### src/rtl/rr_arbiter8.sv
// Round-robin arbiter for 8 requesters with registered one-hot grant, binary index,
// hold-limit revoke and a guaranteed idle cycle between successive grants.
module rr_arbiter8 #(
  parameter int unsigned MAX_HOLD = 8,
  parameter int unsigned CNT_W    = 4
) (
  input  logic       clk,
  input  logic       rst_n,
  input  logic [7:0] req,
  input  logic       done,
  output logic [7:0] grant,
  output logic [2:0] grant_idx,
  output logic       grant_valid,
  output logic       timeout
);

  typedef enum logic {
    IDLE  = 1'b0,
    GRANT = 1'b1
  } state_t;

  state_t           state, state_nxt;
  logic [2:0]       ptr, ptr_nxt;
  logic [CNT_W-1:0] hold_cnt, hold_nxt;
  logic [7:0]       grant_nxt;
  logic [2:0]       idx_nxt;
  logic             valid_nxt;
  logic             timeout_nxt;

  logic [2:0]       sel;
  logic [2:0]       cand;
  logic             sel_found;
  logic             release_now;
  logic             hold_expired;

  // First set request at or above the pointer, wrapping 7 -> 0.
  always_comb begin
    sel       = '0;
    sel_found = 1'b0;
    cand      = '0;
    for (int unsigned k = 0; k < 8; k++) begin
      cand = ptr + 3'(k);
      if (!sel_found && req[cand]) begin
        sel       = cand;
        sel_found = 1'b1;
      end
    end
  end

  assign release_now  = done || !req[grant_idx];
  assign hold_expired = (hold_cnt == CNT_W'(MAX_HOLD));

  always_comb begin
    state_nxt   = state;
    ptr_nxt     = ptr;
    hold_nxt    = hold_cnt;
    grant_nxt   = '0;
    idx_nxt     = '0;
    valid_nxt   = 1'b0;
    timeout_nxt = 1'b0;

    unique case (state)
      IDLE: begin
        if (sel_found) begin
          grant_nxt = 8'b1 << sel;
          idx_nxt   = sel;
          valid_nxt = 1'b1;
          hold_nxt  = CNT_W'(1);
          state_nxt = GRANT;
        end
      end

      GRANT: begin
        // Release outranks revoke, so a done on the last allowed cycle is not a timeout.
        if (release_now || hold_expired) begin
          hold_nxt    = '0;
          ptr_nxt     = grant_idx + 3'd1;
          state_nxt   = IDLE;
          timeout_nxt = !release_now;
        end else begin
          grant_nxt = grant;
          idx_nxt   = grant_idx;
          valid_nxt = 1'b1;
          hold_nxt  = hold_cnt + CNT_W'(1);
        end
      end

      default: state_nxt = IDLE;
    endcase
  end

  always_ff @(posedge clk or negedge rst_n) begin
    if (!rst_n) begin
      state       <= IDLE;
      ptr         <= '0;
      hold_cnt    <= '0;
      grant       <= '0;
      grant_idx   <= '0;
      grant_valid <= 1'b0;
      timeout     <= 1'b0;
    end else begin
      state       <= state_nxt;
      ptr         <= ptr_nxt;
      hold_cnt    <= hold_nxt;
      grant       <= grant_nxt;
      grant_idx   <= idx_nxt;
      grant_valid <= valid_nxt;
      timeout     <= timeout_nxt;
    end
  end

endmodule
### config.mk
export PLATFORM = sky130hd
export DESIGN_NAME = rr_arbiter8
export DESIGN_NICKNAME = d
export VERILOG_FILES = /design/src/rtl/rr_arbiter8.sv
export SDC_FILE = /design/constraint.sdc
export NUM_CORES = 1
export LEC_CHECK = 0
export ABC_AREA = 1
export ABC_CLOCK_PERIOD_IN_PS = 2300
export BUFFER_PORTS_ARGS = -buffer_cell sky130_fd_sc_hd__buf_2
export CORE_UTILIZATION = 52
export CTS_CLUSTER_DIAMETER = 30
export DETAILED_ROUTE_END_ITERATION = 10
export GPL_TIMING_DRIVEN = 1
export PLACE_DENSITY_LB_ADDON = 0.05
export SYNTH_ARGS = -nofsm -noshare
export SYNTH_HDL_FRONTEND = slang
export SYNTH_SLANG_ARGS = --single-unit
### constraint.sdc
create_clock -name clk -period 2.3 [get_ports clk]
set_clock_uncertainty 0.15 [all_clocks]
set_input_delay 0.345 -clock clk [delete_from_list [all_inputs] [get_ports clk]]
set_output_delay 0.345 -clock clk [all_outputs]
set_load 0.02 [all_outputs]
==> flow_metrics.tcl, run 1 <==
set metrics [dict create \
    synth_area_per_cell_sq_um 7.06 \
    die_h_um 60.6 \
    overflow 0 \
    worstPathRequired_ns 2.39 \
    dp_cells 338 \
    clkSinkCount 20 \
    root_buffer "clkbuf_4" \
    syn-cell-area_sq_um 1790 \
    ff2ff_path_depth 13 \
    failed_checks "negative setup slack" \
    fp.dieW_um 60.6 \
    syn_nets 269 \
    setup_ws_ns -0.122 \
    synth_edf_count 0 \
    pre_cts_ws_ns -0.0846 \
    fillers 266 \
    rsz0062_at_grt "yes" \
    slew_headroom_pct 69.3 \
    ant_nets 0 \
    wl_per_cell_um 13.5 \
    dr.pass1.iters 4 \
    clk_pin_slew_ns 0.11 \
    routed_wl_um 4770 \
    grt_usage_pct 28.0 \
    worst_slew_pin_slew_ns 0.460 \
    io_buffers 23 \
    dp_hpwl_um 3660 \
    worst-path-max-fanout 8 \
    async_flop_share_pct 100 \
    tns_ns -1.17 \
    yosys-top-cells-area "dfrtp_1 28%, nand2_1 15%, nand3_1 9.5%" \
    grt_max_degree 21 \
    clock_latency_ns 0.30 \
    yosys-top-cells-count "69 x nand2_1, 34 x nand3_1, 27 x inv_1" \
    setup.worst_path.end_class "flop" \
    synthFlopType "dfrtp_1" \
    crit_chain "inv_4, ha_4, inv_6, nand3_1, nand2_2, nand2_2, nand2_2, nand4_4, nor2_4, nand4_1, nand3_4, nand2_2, o21bai_1" \
    cpMostUsedCell "nand2_2" \
    place_congestion 0.924 \
    path_class "reg -> reg" \
    yosysWarnings 0 \
    layout-drive-gt1-share_pct 38.6 \
    diodes 0 \
    antenna_found_initial 0 \
    final_cells 352 \
    drc 0 \
    finalHoldViolCount 0 \
    cts_max_level 1 \
    cp_slowest_stage_delay_ns 0.44 \
    drt_iter0_drc 102 \
    ys_seq_area_share_pct 28.0 \
    via_per_inst 5.33 \
    worst_setup_path_start_kind "flop" \
    grt_pass1_wl_um 7560 \
    rows 20 \
    fmax_mhz 413 \
    crit_slowest_cell "dfrtp_1" \
    setup_viol_count_final 16 \
    utilization_pct 73.8 \
    layout.nets 326 \
    crit_arrival_ns 2.51 \
    hold_path_class "in -> reg" \
    maxSlewViolCount 0 \
    tritoncts "yes" \
    netlist.area_leader.share_pct 28.0 \
    ys_types 31 \
    numCtsBuffers 3 \
    ys_seq_elements 20 \
    areaGrowthSynthToFinish_pct 30.3 \
    yosysMostFrequentCell "nand2_1" \
    grt_pass1_vias 1705 \
    core_area_sq_um 3150 \
    ios 24 \
    layout_worst_path_cycle_share_pct 105 \
    vias 1877 \
    floorplan.initialDensity_pct 56.6 \
    maxCapViolCount 0 \
    status "finished with violations" \
    synth_cells 253 \
    fin_crit_ns 2.42 \
    hold_path_depth 4 \
    dieArea_sq_um 3670 \
    synth_largest_area_cell "dfrtp_1" \
    clk_path_buf_depth 2 \
]
## cell usage in the layout, fill, tap and decap left out, types with 4 or more instances in the layout
master,synthesis,layout
buf_2,0,23
buf_4,2,31
nand3_2,6,12
nand3_1,34,26
nand2_4,4,5
nand4_1,5,5
nand2_1,69,60
inv_1,27,27
dfrtp_1,20,20
o21ai_0,7,6
ha_1,5,4
inv_2,5,4
nor2_1,24,20
nand2_2,13,21
## worst max-delay path, delay by kind of cell, from the launching register on
family | cells | cell delay (ns)
adders and majority gates | 1 | 0.24
DFF | 1 | 0.44
buffers and inverters | 2 | 0.20
and+or+nand+nor | 9 | 1.18
AOI/OAI and AO/OA | 1 | 0.13
## kinds of logic (layout without fill, tap and decap cells)
logic type | Yosys count | count (layout) | share of synthesized area, %
adders and majority gates | 5 | 5 | 3.50
xor gates and xnor gates | 7 | 7 | 3.86
muxes | 1 | 1 | 0.561
DFF | 20 | 20 | 28.0
buffers and inverters | 37 | 91 | 9.18
and+or+nand+nor | 160 | 161 | 45.3
AOI/OAI and AO/OA | 23 | 23 | 9.60
## through the flow
step / area (sq um) / hold slack [ns]
floorplan: 1830 / -0.101
global placement: 2120 / 0.164
detailed placement: 2120 / 0.169
CTS: 2250 / 0.236
global route: 2330 / 0.262
finish: 2330 / 0.237
## area by class of cell
class / instances / area, sq um / area share [%]
Sequential cell: 20 / 500 / 21.5
Timing Repair Buffer: 55 / 358 / 15.4
Multi-Input combinational cell: 197 / 1260 / 54.1
Clock buffer: 3 / 22.5 / 0.968
Inverter: 33 / 131 / 5.65
Tap cell: 44 / 55.1 / 2.37
## metal layers
metal / share of wire, % / track usage (%) / vias up
met1: 45 / 37.7 / 886
met2: 49 / 45.2 / 52
met5: 0 / 0 / -
met4: 1.2 / 10.7 / 0
met3: 4.9 / 4.90 / 8
li1: - / - / 931
## registers in the layout, indices dropped and copies added, names as in the netlist
register,cells
grant,8
state,1
ptr,3
grant_idx,3
timeout,1
hold_cnt,4
## path summary, 6_finish.rpt
| path | to | slack, ns | from |
|---|---|---|---|
| max | grant[3] | -0.12 | ptr[0] |
| min | timeout | 0.24 | done |
| max reg2reg | grant[3] | -0.12 | ptr[0] |
| min reg2reg | grant[4] | 0.34 | grant[4] |
| max in group asynchronous | hold_cnt[2] | 1.33 | rst_n |
| min in group asynchronous | timeout | 0.36 | rst_n |
## timing repair
action                                  4_1_cts  5_1_grt
setup buffers                                 5        4
gates cloned                                  1        0
hold endpoints to repair                     20        0
hold buffers                                  1        0
pin swaps                                     5        3
resized for setup                            11       13
endpoints found under the setup margin       13       16
Power of run 1 is left out: the tool's default activity adds up to more than one toggle a clock period on the data nets, which glitch-free logic cannot reach.
==> inputs of run 2 (changes only) <==
--- a/config.mk
+++ b/config.mk
@@ -7,10 +7,10 @@
 export LEC_CHECK = 0
 export ABC_AREA = 1
 export ABC_CLOCK_PERIOD_IN_PS = 2300
-export BUFFER_PORTS_ARGS = -buffer_cell sky130_fd_sc_hd__buf_2
-export CORE_UTILIZATION = 52
+export CORE_UTILIZATION = 57
 export CTS_CLUSTER_DIAMETER = 30
 export DETAILED_ROUTE_END_ITERATION = 10
+export DONT_BUFFER_PORTS = 1
 export GPL_TIMING_DRIVEN = 1
 export PLACE_DENSITY_LB_ADDON = 0.05
 export SYNTH_ARGS = -nofsm -noshare
==> run 2 against run 1 <==
Effect of this change:
- the run still ends with negative setup slack left
- non-clock buffer count is 17 lower
- critical path depth is 4 higher
- via count is 1.4% lower
- first-iteration DRC count is 12% higher
- setup slack worse by 0.010 ns
- clock-buffer cell count stayed put
- die area is 8.5% lower
- core utilization is 9.3 points higher
- register-to-register slack hardly changed
- hold slack worse by 0.075 ns
- cell count is 8.8% lower
==> flow_metrics.tcl, run 2 (synthesized netlist as in run 1, its figures left out) <==
set metrics [dict create \
    io_buffers 0 \
    worst_setup_path_start_kind "flop" \
    overflow 0 \
    worst-path-max-fanout 7 \
    via_per_inst 5.76 \
    vias 1850 \
    top_regs "grant: 8 flops, hold_cnt: 4 flops" \
    areaGrowthSynthToFinish_pct 32.7 \
    clk_path_buf_depth 2 \
    rows 19 \
    clock_latency_ns 0.30 \
    mostFrequentLayoutCell "nand2_1" \
    dr.pass1.iters 4 \
    multi_input_area_sq_um 1380 \
    clkSinkCount 20 \
    maxSlewViolCount 0 \
    failed_checks "negative setup slack" \
    layout_worst_path_cycle_share_pct 106 \
    wl_per_cell_um 16.0 \
    r2r_start "ptr[1]" \
    dpl-instance-area_sq_um 2000 \
    finalHoldViolCount 0 \
    layout-drive-gt1-share_pct 38.6 \
    numCtsBuffers 3 \
    maxCapViolCount 0 \
    min-delay-start "done" \
    hold_path_class "in -> reg" \
    routed_wl_um 5150 \
    layout.cells.most_common_list "60 x nand2_1, 35 x buf_4, 27 x inv_1" \
    die_h_um 58.0 \
    floorplan.initialDensity_pct 62.6 \
    diodes 0 \
    regArea_sq_um 503 \
    worst_slew_pin_slew_ns 0.899 \
    worstPathRequired_ns 2.36 \
    fmax_mhz 411 \
    largest-register "grant" \
    ant_nets 0 \
    drt_iter0_drc 114 \
    grt_usage_pct 29.8 \
    core_area_sq_um 2850 \
    place_congestion 0.941 \
    clk_pin_slew_ns 0.10 \
    ios 24 \
    startpoint "ptr[1]" \
    crit_arrival_ns 2.49 \
    slew_headroom_pct 39.9 \
    rsz0062_at_grt "yes" \
    grt_pass1_vias 1732 \
    cts_max_level 1 \
    grt_pass1_wl_um 7710 \
    fin_crit_ns 2.43 \
    path_class "reg -> reg" \
    setup_ws_ns -0.132 \
    drc 0 \
    fillers 179 \
    root_buffer "clkbuf_4" \
    setup_viol_count_final 12 \
    grt_max_degree 21 \
    dp_hpwl_um 3500 \
    dieArea_sq_um 3360 \
    antenna_found_initial 0 \
    status "finished with violations" \
    fp.dieW_um 58.0 \
    layout.nets 308 \
    tritoncts "yes" \
    largest_reg_flops 8 \
    setup.worst_path.end_class "flop" \
    stdcell_area_sq_um 2370 \
]
==> run 2: changes by cell type in the layout (fill, tap and decap cells not counted), sizes merged <==
cell / previous run / this run
buf: 54 / 37
nor2: 27 / 26
==> run 2: layout make-up <==
cell class	count	share of cell area, %
multi-input cells	196	58.1
clock buffers	3	0.951
well taps	31	1.64
repair buffers	38	12.5
flip-flops and latches	20	21.2
inverters	33	5.65
==> run 2: repair_timing <==
action | in CTS | in global routing
hold buffers | 1 | 0
setup endpoints to repair | 12 | 16
buffers inserted | 7 | 6
resized for setup | 10 | 40
endpoints found under the hold margin | 20 | 0
gates cloned | 0 | 0
pin swaps | 9 | 15
==> run 2: worst paths after layout <==
kind                          endpoint  slack (ns)  cells after the start
hold / removal                 timeout        0.16                      3
min in group asynchronous  hold_cnt[3]        0.45                      1
setup reg to reg              grant[5]       -0.13                     17
max in group asynchronous       ptr[0]        0.94                      1
setup / recovery              grant[5]       -0.13                     17
hold reg to reg            hold_cnt[0]        0.42                      1
==> run 2: per-stage QoR <==
step	TNS (ns)	std cells	setup WS [ns]	utilization (%)	hold WS, ns
final	-1.14	321	-0.132	83.0	0.162
after global routing	-2.84	321	-0.268	83.0	0.160
after CTS	-0.275	315	-0.0587	75.0	0.154
after detailed placement	-0.846	304	-0.181	70.3	-0.100
after global placement	-0.159	304	-0.0784	70.3	-0.100
after floorplan	-0.223	253	-0.0447	-	-0.101
==> run 2: worst max-delay path: stages (launching register included) <==
cell	delay (ns)
dfrtp_1	0.42
inv_2	0.07
ha_4	0.15
xor2_1	0.14
buf_4	0.17
inv_1	0.11
nand2_2	0.07
nand2_2	0.12
nand4_4	0.17
nor2_8	0.21
buf_6	0.13
nand3_4	0.06
nand2_4	0.09
nand2_4	0.05
nand2_4	0.08
inv_2	0.04
nand2_1	0.06
nand2_1	0.04
==> run 2: layer usage <==
metal / track usage (%) / vias to the layer above / part of all wire [%]
met2: 54.4 / 52 / 54
met1: 37.2 / 886 / 40
met3: 2.01 / 16 / 3.1
met4: 10.2 / 0 / 3.0
met5: 0 / - / 0
li1: - / 896 / -
Power of run 2 is left out for the same reason.
